===== src/rtl/multicycle_control.sv =====
// Main control FSM of the multicycle MIPS datapath.
// Decodes the opcode and sequences fetch/decode/execute/memory/writeback, driving the
// datapath strobes and the 3-bit ALU-op code consumed by the ALU control decoder.
// Memory states wait on mem_ready with a bounded wait counter.
//
// Ports:
//   clk, rst_n            clock (rising edge), asynchronous active-low reset
//   opcode                instr[31:26] from the instruction register
//   zero                  ALU zero flag (branch condition)
//   mem_ready             memory completes the current access this cycle
//   pc_write .. pc_source datapath control strobes/selects
//   alu_op                000 add, 001 sub, 010 funct, 011 slt, 100 and, 101 or, 110 xor
//   illegal_op            one-cycle pulse after DECODE saw an unknown opcode
//   bus_error             one-cycle pulse after a memory timeout abort
//   state                 current state (debug)
module multicycle_control #(
    parameter int unsigned MEM_TIMEOUT = 15
) (
    input  logic       clk,
    input  logic       rst_n,
    input  logic [5:0] opcode,
    input  logic       zero,
    input  logic       mem_ready,
    output logic       pc_write,
    output logic       iord,
    output logic       mem_read,
    output logic       mem_write,
    output logic       ir_write,
    output logic       reg_dst,
    output logic       mem_to_reg,
    output logic       reg_write,
    output logic       alu_src_a,
    output logic [1:0] alu_src_b,
    output logic       ext_zero,
    output logic [1:0] pc_source,
    output logic [2:0] alu_op,
    output logic       illegal_op,
    output logic       bus_error,
    output logic [3:0] state
);

    typedef enum logic [3:0] {
        StFetch    = 4'd0,
        StDecode   = 4'd1,
        StMemAddr  = 4'd2,
        StMemRead  = 4'd3,
        StWbMem    = 4'd4,
        StMemWrite = 4'd5,
        StExecR    = 4'd6,
        StWbR      = 4'd7,
        StBranch   = 4'd8,
        StJump     = 4'd9,
        StExecI    = 4'd10,
        StWbI      = 4'd11
    } state_e;

    localparam logic [5:0] OpRtype = 6'b000000;
    localparam logic [5:0] OpLw    = 6'b100011;
    localparam logic [5:0] OpSw    = 6'b101011;
    localparam logic [5:0] OpBeq   = 6'b000100;
    localparam logic [5:0] OpBne   = 6'b000101;
    localparam logic [5:0] OpJ     = 6'b000010;
    localparam logic [5:0] OpAddi  = 6'b001000;
    localparam logic [5:0] OpSlti  = 6'b001010;
    localparam logic [5:0] OpAndi  = 6'b001100;
    localparam logic [5:0] OpOri   = 6'b001101;
    localparam logic [5:0] OpXori  = 6'b001110;

    // Timeout fires when the count would reach MEM_TIMEOUT with mem_ready still low.
    localparam logic [7:0] WaitLast = 8'(MEM_TIMEOUT - 1);

    state_e     state_q, state_d;
    logic [7:0] wait_q, wait_d;
    logic [5:0] op_q;
    logic       illegal_q, illegal_d;
    logic       bus_err_q;
    logic       in_mem_state;
    logic       timeout;

    assign in_mem_state = (state_q == StFetch) || (state_q == StMemRead) ||
                          (state_q == StMemWrite);
    assign timeout      = in_mem_state && !mem_ready && (wait_q == WaitLast);

    assign state      = state_q;
    assign illegal_op = illegal_q;
    assign bus_error  = bus_err_q;

    // Next state
    always_comb begin
        state_d   = StFetch;
        illegal_d = 1'b0;
        unique case (state_q)
            StFetch: begin
                if (mem_ready) state_d = StDecode;
                else           state_d = StFetch;
            end
            StDecode: begin
                unique case (opcode)
                    OpRtype:                                state_d = StExecR;
                    OpLw, OpSw:                             state_d = StMemAddr;
                    OpBeq, OpBne:                           state_d = StBranch;
                    OpJ:                                    state_d = StJump;
                    OpAddi, OpSlti, OpAndi, OpOri, OpXori:  state_d = StExecI;
                    default: begin
                        state_d   = StFetch;
                        illegal_d = 1'b1;
                    end
                endcase
            end
            StMemAddr:  state_d = (op_q == OpLw) ? StMemRead : StMemWrite;
            StMemRead: begin
                if (mem_ready)    state_d = StWbMem;
                else if (timeout) state_d = StFetch;
                else              state_d = StMemRead;
            end
            StMemWrite: begin
                if (mem_ready || timeout) state_d = StFetch;
                else                      state_d = StMemWrite;
            end
            StExecR:  state_d = StWbR;
            StExecI:  state_d = StWbI;
            default:  state_d = StFetch;  // writebacks, branch, jump, unused codes
        endcase
    end

    // Wait counter: restarts on every state change and after a FETCH timeout retry.
    always_comb begin
        wait_d = wait_q;
        if ((state_d != state_q) || timeout) begin
            wait_d = 8'd0;
        end else if (in_mem_state && !mem_ready) begin
            wait_d = wait_q + 8'd1;
        end
    end

    always_ff @(posedge clk or negedge rst_n) begin
        if (!rst_n) begin
            state_q   <= StFetch;
            wait_q    <= 8'd0;
            op_q      <= 6'd0;
            illegal_q <= 1'b0;
            bus_err_q <= 1'b0;
        end else begin
            state_q   <= state_d;
            wait_q    <= wait_d;
            illegal_q <= illegal_d;
            bus_err_q <= timeout;
            if (state_q == StDecode) op_q <= opcode;
        end
    end

    // Outputs
    always_comb begin
        pc_write   = 1'b0;
        iord       = 1'b0;
        mem_read   = 1'b0;
        mem_write  = 1'b0;
        ir_write   = 1'b0;
        reg_dst    = 1'b0;
        mem_to_reg = 1'b0;
        reg_write  = 1'b0;
        alu_src_a  = 1'b0;
        alu_src_b  = 2'b00;
        ext_zero   = 1'b0;
        pc_source  = 2'b00;
        alu_op     = 3'b000;
        unique case (state_q)
            StFetch: begin
                mem_read  = 1'b1;
                alu_src_b = 2'b01;
                ir_write  = mem_ready;
                pc_write  = mem_ready;
            end
            StDecode:  alu_src_b = 2'b11;
            StMemAddr: begin
                alu_src_a = 1'b1;
                alu_src_b = 2'b10;
            end
            StMemRead: begin
                mem_read = 1'b1;
                iord     = 1'b1;
            end
            StWbMem: begin
                reg_write  = 1'b1;
                mem_to_reg = 1'b1;
            end
            StMemWrite: begin
                mem_write = 1'b1;
                iord      = 1'b1;
            end
            StExecR: begin
                alu_src_a = 1'b1;
                alu_op    = 3'b010;
            end
            StWbR: begin
                reg_write = 1'b1;
                reg_dst   = 1'b1;
            end
            StBranch: begin
                alu_src_a = 1'b1;
                alu_op    = 3'b001;
                pc_source = 2'b01;
                pc_write  = (op_q == OpBeq) ? zero : ~zero;
            end
            StJump: begin
                pc_source = 2'b10;
                pc_write  = 1'b1;
            end
            StExecI: begin
                alu_src_a = 1'b1;
                alu_src_b = 2'b10;
                unique case (op_q)
                    OpSlti:  alu_op = 3'b011;
                    OpAndi:  alu_op = 3'b100;
                    OpOri:   alu_op = 3'b101;
                    OpXori:  alu_op = 3'b110;
                    default: alu_op = 3'b000;
                endcase
                ext_zero = (op_q == OpAndi) || (op_q == OpOri) || (op_q == OpXori);
            end
            StWbI:   reg_write = 1'b1;
            default: ;
        endcase
        // Strobes must be quiet while reset is held, even though FETCH is the reset state.
        if (!rst_n) begin
            pc_write  = 1'b0;
            mem_read  = 1'b0;
            mem_write = 1'b0;
            ir_write  = 1'b0;
            reg_write = 1'b0;
        end
    end

endmodule


===== config.mk =====
export PLATFORM = sky130hd
export DESIGN_NAME = multicycle_control
export DESIGN_NICKNAME = d
export VERILOG_FILES = /design/src/rtl/multicycle_control.sv
export SDC_FILE = /design/constraint.sdc
export NUM_CORES = 1
export LEC_CHECK = 0
export ABC_AREA = 1
export BUFFER_PORTS_ARGS = -buffer_cell sky130_fd_sc_hd__buf_2
export CAP_MARGIN = 20
export CORE_MARGIN = 2
export CORE_UTILIZATION = 43
export DETAILED_ROUTE_END_ITERATION = 7
export GPL_ROUTABILITY_DRIVEN = 0
export PLACE_DENSITY = 0.67
export SETUP_SLACK_MARGIN = 0.15
export SKIP_LAST_GASP = 1
export SLEW_MARGIN = 10
export SYNTH_ARGS = -nofsm -noshare
export SYNTH_HDL_FRONTEND = slang
export SYNTH_SLANG_ARGS = --single-unit

===== constraint.sdc =====
create_clock -name clk -period 1.8 [get_ports clk]
set_input_delay 0.09 -clock clk [delete_from_list [all_inputs] [get_ports clk]]
set_output_delay 0.09 -clock clk [all_outputs]
set_load 0.05 [all_outputs]

After elaboration in Yosys (flattened, before gate mapping)
Index checks and enable logic that the tools add are counted.
{"block": "totals", "reg_bits": 20}
{"block": "op_classes", "n_eq_ne": 29, "n_mux": 31, "n_reduce_logical": 21, "addsub": 1, "bitwise": 1}
{"cell": "6-bit by 4-bit == test with 1-bit output (second input constant)", "count": 9}
{"cell": "4-bit case mux with 7 select lines", "count": 1}
{"cell": "4-bit case mux with 5 select lines", "count": 1}
{"cell": "6-bit by 3-bit == test with 1-bit output (second input constant)", "count": 3}
{"cell": "6-bit == test (second input constant)", "count": 3}
{"cell": "1-bit two-way mux", "count": 18}
{"cell": "4-bit by 3-bit == test with 1-bit output (second input constant)", "count": 4}
{"cell": "4-bit == test (second input constant)", "count": 4}
{"cell": "8-bit two-way mux", "count": 2}
{"cell": "3-bit case mux with 4 select lines", "count": 1}
{"cell": "11-bit OR reduction", "count": 1}
{"cell": "2-bit OR reduction", "count": 5}
{"cell": "3-bit two-way mux", "count": 3}
{"cell": "3-bit case mux with 3 select lines", "count": 1}
{"cell": "8-bit by 1-bit adder with 8-bit output (second input constant)", "count": 1}
{"cell": "4-bit by 2-bit == test with 1-bit output (second input constant)", "count": 2}
{"cell": "8-bit by 4-bit == test with 1-bit output (second input constant)", "count": 1}
{"cell": "6-bit by 2-bit == test with 1-bit output (second input constant)", "count": 1}
{"cell": "6-bit zero test", "count": 1}
{"cell": "1-bit logical OR", "count": 6}
{"cell": "2-bit case mux with 3 select lines", "count": 1}
{"cell": "5-bit OR reduction", "count": 1}
{"cell": "4-bit by 1-bit == test with 1-bit output (second input constant)", "count": 1}
{"cell": "4-bit zero test", "count": 1}
{"cell": "other kinds (10)", "count": 11}

Depth between registers and ports, before layout
Gate-level depths: netlist of the first run.
{"block": "logic_depth", "ltp_word": 11, "ltp_mapped": 12}

Worst setup path after synthesis of the first run
No wires, ideal clock.
{"block": "synth_path", "path_type": "reg2out", "from": "reg state_q[3], in the netlist state[3]", "to": "out pc_write", "path_slack_ns": -1.006, "t_arrival_ns": 2.716, "path_buffers": 0, "t_required_ns": 1.710, "stages_incl_launch_ff": 7, "path_cell_list": "dfrtp_1 > inv_1 > nor2_1 > inv_1 > nor2_1 > inv_1 > a31oi_1"}
{"block": "synth_via", "elab_chain_len": 3, "elab_cells_between_ends": 5, "classes_between": "eq/ne (2); mux (2); reduce/logical (1)"}
{"item": "from (decl)", "line": "72", "text": "state_e state_q, state_d;"}
{"item": "from (signal assigned)", "line": "138", "text": "state_q <= StFetch;"}
{"item": "from (signal assigned)", "line": "144", "text": "state_q <= state_d;"}
{"item": "4-bit == test or 4-bit zero test (tied branches)", "line": "167", "text": "unique case (state_q)"}
{"item": "1-bit case mux with 3 select lines *", "line": "167"}
{"item": "1-bit two-way mux *", "line": "225", "text": "if (!rst_n) begin"}
{"item": "to (decl)", "line": "24", "text": "output logic pc_write,"}
Mark *: on every way between the ends. The rest lies on a longest branch, timed or not.

Worst setup path after layout of the first run
{"block": "layout_path", "from": "reg state_q[2], in the netlist state[2]", "to": "out alu_op[2]"}
{"block": "layout_via", "elab_chain_len": 2, "elab_cells_between_ends": 4, "classes_between": "eq/ne (3); mux (1)"}
{"item": "4-bit == test or 4-bit by 3-bit == test with 1-bit output (tied branches)", "line": "167"}
{"item": "3-bit case mux with 3 select lines *", "line": "167"}
{"item": "to (decl)", "line": "36", "text": "output logic [2:0] alu_op,"}
Marks and branches as above.

==> flow_summary.yaml, run 1 <==
critical_path:
  r2r-end: "wait_q[6]"
  endpoint_kind: "primary output"
  worstSetupStartpointType: "flip-flop"
  worstRegToRegCells: 12
  path_class: "flip-flop to primary output"
  critPathArrivalTime_ns: 1.75
  cp.required_ns: 1.71
  r2r-start: "state[1]"
  r2r_slack_ns: 0.03
  path_max_fanout: 5
logic_synthesis:
  netlist_area_um2: 1320
  synth.largest_area_cell: "dfrtp_1"
  synthCells: 192
  synth-edff-count: 0
  syn_nets: 204
  ys_seq_elements: 20
  syn_avg_cell_area_um2: 6.86
  yosysSeqAreaShare_pct: 38.0
  synth.top_cells.by_area: "dfrtp_1 (38%), nor2_1 (12%), nand2_1 (10%), inv_1 (7.7%), nand3_1 (6.5%)"
  yosysTopAreaCellShare_pct: 38.0
  synthMostInstantiatedCell: "nor2_1"
  async_flop_share_pct: 100
  yosysUniqueCellTypes: 21
  yosysWarningCount: 0
  synth_ff_type: "dfrtp_1"
  synth_commonest_cells: "nor2_1 (41), nand2_1 (36), inv_1 (27), dfrtp_1 (20), nand3_1 (17)"
min_path:
  whs_endpoint: "op_q[4]"
  hold_class: "input port to flip-flop"
  hold_depth: 3
  hp-start: "opcode[4]"
global_route:
  grt_pass1_wl_um: 6070
  grt_start_max_net_pins: 21
  grt_pass1_vias: 1329
  antenna_found_initial: 0
  grt-ovfl-total: 0
  grt_usage_pct: 23.0
sta:
  finalSetupViolCount: 3
  period_minus_slack_ns: 1.84
  rsz0062_at_grt: "yes"
  hold_viol_final: 0
  report.final.slew_viol_count: 0
  max_slew.worst_pin.slew_ns: 0.317
  max_freq_mhz: 544
  clock_skew_ns: 0.00531
  relSlewSlack_pct: 78.9
  min_period_over_period_pct: 102
  tns_ns: -0.0861
  setup_slack_ns: -0.0382
placed_design:
  place_hpwl_um: 2650
  place_ws_ns: 0.0238
  dpl_cell_area_um2: 1670
  numPortBuffers: 32
drt:
  first_iter_violations: 77
  routed_wl_um: 3920
  ant_nets: 0
  drc: 0
  avgViaCountPerCell: 5.28
  vias: 1490
  routedWlPerCell_um: 13.9
  dr.pass1.iters: 4
job:
  maxCapViolations: 0
clock_network:
  clk_pin_slew_ns: 0.10
  clock-sinks: 20
  numCtsBuffers: 3
  h-tree-depth: 1
  cts_tree: "built"
  clk_latency_ns: 0.31
  ctsLongestPathBuffers: 2
  cts_root_buffer: "clkbuf_4"
power:
  ir_drop_mv: 0.834
  power.total_w: 0.00266
  power_density_nw_per_um2: 1300
  total_leakage_power_nw: 1.05
floorplan:
  dieWidth_um: 59.4
  dieArea_um2: 3520
  dieHeight_um: 59.4
  start_util_pct: 44.2
  rows: 20
  io_pins: 33
  core_region_area_um2: 2980
outcome:
  status: "complete, but fails checks"
  failed_checks: "setup timing"
finish:
  nets: 262
  diodes: 0
  syn2layout_area_growth_pct: 54.6
  n_fill_cell: 242
  stdcell_area_um2: 2040
  drive_gt1_share_pct: 44.6
## timing repair
action	in CTS	in global routing
pin swaps	12	9
endpoints found under the hold margin	20	0
cloned	0	0
gates resized for setup	31	28
setup endpoints to repair	18	23
hold buffers	1	0
buffers inserted	14	2
## power breakdown
group          internal, W  switching [W]  total (W)  leakage (nW)
sequential        0.000573       0.000146   0.000719         0.258
combinational     0.000524        0.00105    0.00157         0.763
clock             0.000225       0.000140   0.000365        0.0279
total              0.00132        0.00133    0.00266          1.05
## flip-flops by register name (all words and copies together), names as in the netlist
name / cells
op_q: 6
bus_error: 1
wait_q: 8
state: 4
illegal_op: 1
## layout by cell type (no fill, tap or decap), types with 2 or more instances in the layout
| cell type | instances |
|---|---|
| nor2_1 | 22 |
| clkbuf_4 | 8 |
| buf_4 | 20 |
| nand2_2 | 5 |
| dfrtp_1 | 16 |
| nand3_2 | 4 |
| nor2_4 | 11 |
| xnor2_1 | 4 |
| inv_1 | 22 |
| buf_6 | 10 |
| nand3_1 | 15 |
| xor2_1 | 3 |
| o21ai_0 | 10 |
| inv_4 | 3 |
| dfrtp_2 | 4 |
| nand2_4 | 4 |
| buf_2 | 17 |
| inv_2 | 5 |
| nor2_2 | 11 |
| ha_1 | 2 |
| nand4_1 | 6 |
| nand2_1 | 32 |
## kinds of logic (layout without fill, tap and decap cells)
family	count (synthesis)	after routing	share of synthesized area (%)
buffers and inverters	31	88	9.40
and+or+nand+nor	114	114	38.6
DFF	20	20	38.0
xor gates and xnor gates	7	7	4.65
AOI/OAI and AO/OA	18	18	7.50
adders and majority gates	2	2	1.90
## worst max path at each step
stage,from,end,slack [ns]
after global placement,state[2],wait_q[2],0.02
after floorplan,state[3],alu_op[0],0.04
after CTS,op_q[5],pc_write,0.02
after detailed placement,state[2],wait_q[1],0.02
final,state[2],alu_op[2],-0.04
after global routing,op_q[4],wait_q[3],-0.12
## metrics by stage
stage | util (%) | hold slack [ns] | cells
after floorplan | - | -0.206 | 192
after global routing | 68.4 | 0.0323 | 282
after detailed placement | 56.0 | 0.117 | 261
after CTS | 65.2 | 0.00739 | 280
final | 68.4 | 0.00348 | 282
after global placement | 56.0 | 0.116 | 261
## layout make-up
cell class / instances / area [um^2] / area share [%]
inverters: 30 / 120 / 5.90
multi-input cells: 141 / 907 / 44.5
clock inverters: 1 / 30.0 / 1.47
repair buffers: 54 / 410 / 20.1
flip-flops and latches: 20 / 505 / 24.8
clock buffers: 3 / 22.5 / 1.11
well taps: 33 / 41.3 / 2.03
## layer usage
| metal | global-route usage [%] | share of wire (%) |
|---|---|---|
| met5 | 0 | 0 |
| met4 | 2.92 | 2.5 |
| met3 | 5.02 | 6.3 |
| met2 | 37.8 | 50 |
| met1 | 32.0 | 42 |
## worst max-delay path: stages, from the launching register on
cell	delay, ns
dfrtp_2	0.50
nor2_4	0.19
inv_4	0.05
nor2_4	0.09
nand4_1	0.17
buf_4	0.21
nor2_4	0.07
buf_6	0.16
No activity file was read; power rests on OpenSTA's default activity.
==> run 2, diff against run 1 <==
--- a/config.mk
+++ b/config.mk
@@ -13,6 +13,7 @@
 export DETAILED_ROUTE_END_ITERATION = 7
 export GPL_ROUTABILITY_DRIVEN = 0
 export PLACE_DENSITY = 0.67
+export RECOVER_POWER = 50
 export SETUP_SLACK_MARGIN = 0.15
 export SKIP_LAST_GASP = 1
 export SLEW_MARGIN = 10
==> run 2 against run 1 <==
  * Clock skew down 0.0014 ns
  * The flow still finishes with violations (setup timing)
  * Fmax rose by 0.46%
  * Non-clock buffer count stayed put
  * Wire length about the same
  * Cell count unchanged
  * Critical endpoint unchanged
  * Hold slack about the same
  * Sequential cell count unchanged
==> flow_summary.yaml, run 2 (same netlist as run 1, synthesis figures left out) <==
outcome:
  status: "complete, but fails checks"
  failed_checks: "setup timing"
drt:
  dr.pass1.iters: 4
  routedWlPerCell_um: 13.9
  drc: 0
  vias: 1497
  routed_wl_um: 3930
  first_iter_violations: 74
  avgViaCountPerCell: 5.31
  ant_nets: 0
sta:
  hold_viol_final: 0
  rsz0062_at_grt: "yes"
  clock_skew_ns: 0.00389
  max_slew.worst_pin.slew_ns: 1.08
  setup_slack_ns: -0.0297
  tns_ns: -0.0681
  min_period_over_period_pct: 102
  report.final.slew_viol_count: 0
  period_minus_slack_ns: 1.83
  relSlewSlack_pct: 28.2
  finalSetupViolCount: 3
  max_freq_mhz: 547
placed_design:
  place_ws_ns: 0.0238
  dpl_cell_area_um2: 1670
  place_hpwl_um: 2650
  numPortBuffers: 32
  dp_cells: 261
floorplan:
  io_pins: 33
  dieWidth_um: 59.4
  core_region_area_um2: 2980
  dieArea_um2: 3520
  rows: 20
  dieHeight_um: 59.4
  start_util_pct: 44.2
global_route:
  grt_start_max_net_pins: 21
  grt_pass1_wl_um: 6070
  grt_pass1_vias: 1329
  antenna_found_initial: 0
  grt_usage_pct: 23.0
  grt-ovfl-total: 0
  use_met1_pct: 32.0
  use_met3_pct: 5.02
  use_met2_pct: 37.8
  grt-busiest-layer: "met2"
power:
  ir_drop_mv: 0.837
  power.total_w: 0.00265
  total_leakage_power_nw: 1.03
  power_density_nw_per_um2: 1310
clock_network:
  numCtsBuffers: 3
  clk_latency_ns: 0.31
  h-tree-depth: 1
  cts_root_buffer: "clkbuf_4"
  ctsLongestPathBuffers: 2
  cts_tree: "built"
  clk_pin_slew_ns: 0.11
  clock-sinks: 20
critical_path:
  path_class: "flip-flop to primary output"
  path_max_fanout: 5
  endpoint_kind: "primary output"
  cp.required_ns: 1.71
  critPathArrivalTime_ns: 1.74
  worstSetupStartpointType: "flip-flop"
finish:
  stdcell_area_um2: 2030
  largest_reg_flops: 8
  n_fill_cell: 245
  diodes: 0
  layout_common_cells: "nand2_1 (32), nor2_1 (22), inv_1 (22), buf_4 (19), dfrtp_1 (16)"
  drive_gt1_share_pct: 42.2
  final_common_cell: "nand2_1"
  stdcell_count: 282
  syn2layout_area_growth_pct: 53.8
  nets: 262
  regMostFlops: "wait_q"
min_path:
  hold_class: "input port to flip-flop"
job:
  maxCapViolations: 0
run 2: cell count changes in the layout (fill, tap and decap cells not counted):
cell / previous run / this run
clkbuf_1: 0 / 6
buf_2: 17 / 12
buf_4: 20 / 19
run 2: final timing paths:
kind                       cells past startpoint  startpoint         to  slack, ns
min                                            3   opcode[4]    op_q[4]      0.004
max in group asynchronous                      3       rst_n   state[3]       0.43
min in group asynchronous                      3       rst_n  wait_q[7]       0.65
max                                            7    state[2]  alu_op[2]      -0.03
min reg2reg                                    1   wait_q[0]  wait_q[0]       0.50
max reg2reg                                   13    state[3]  wait_q[6]       0.02
run 2: final cells by class:
type                       instances  area (um^2)  area share, %
tap                               33         41.3           2.04
multi-input combinational        141          907           44.8
clock buffer                       3         22.5           1.11
inverter                          30          120           5.93
sequential                        20          505           24.9
clock inverter                     1         30.0           1.48
timing repair buffer              54          400           19.8
run 2: critical path, stage by stage, from the launching register on:
cell	delay, ns
dfrtp_2	0.50
nor2_4	0.19
inv_4	0.05
nor2_4	0.09
nand4_1	0.16
buf_4	0.21
nor2_4	0.07
buf_6	0.16
run 2: metrics by stage:
| step | util, % | hold WS [ns] |
|---|---|---|
| floorplan | - | -0.206 |
| global placement | 56.0 | 0.116 |
| detailed placement | 56.0 | 0.117 |
| CTS | 65.2 | 0.00739 |
| global route | 68.1 | 0.0323 |
| finish | 68.1 | 0.00372 |
run 2: what timing repair did:
action,CTS,global route
hold buffers,1,0
pin swaps,12,9
endpoints found under the hold margin,20,0
setup endpoints to repair,18,23
gates resized for setup,31,28
setup buffers,14,2
run 2: routing by layer:
| layer | vias up | wire length, um | part of all wire, % |
|---|---|---|---|
| met1 | 703 | 1620 | 41 |
| met4 | 0 | 79 | 2.0 |
| li1 | 724 | - | - |
| met2 | 58 | 1970 | 50 |
| met3 | 12 | 255 | 6.5 |
| met5 | - | 0 | 0 |
run 2: report_power, final:
| part | leakage, nW | total [W] | switching, W | internal (W) |
|---|---|---|---|---|
| clock network | 0.0279 | 0.000365 | 0.000140 | 0.000225 |
| logic | 0.741 | 0.00156 | 0.00105 | 0.000515 |
| registers | 0.258 | 0.000720 | 0.000147 | 0.000573 |
| total | 1.03 | 0.00265 | 0.00133 | 0.00131 |
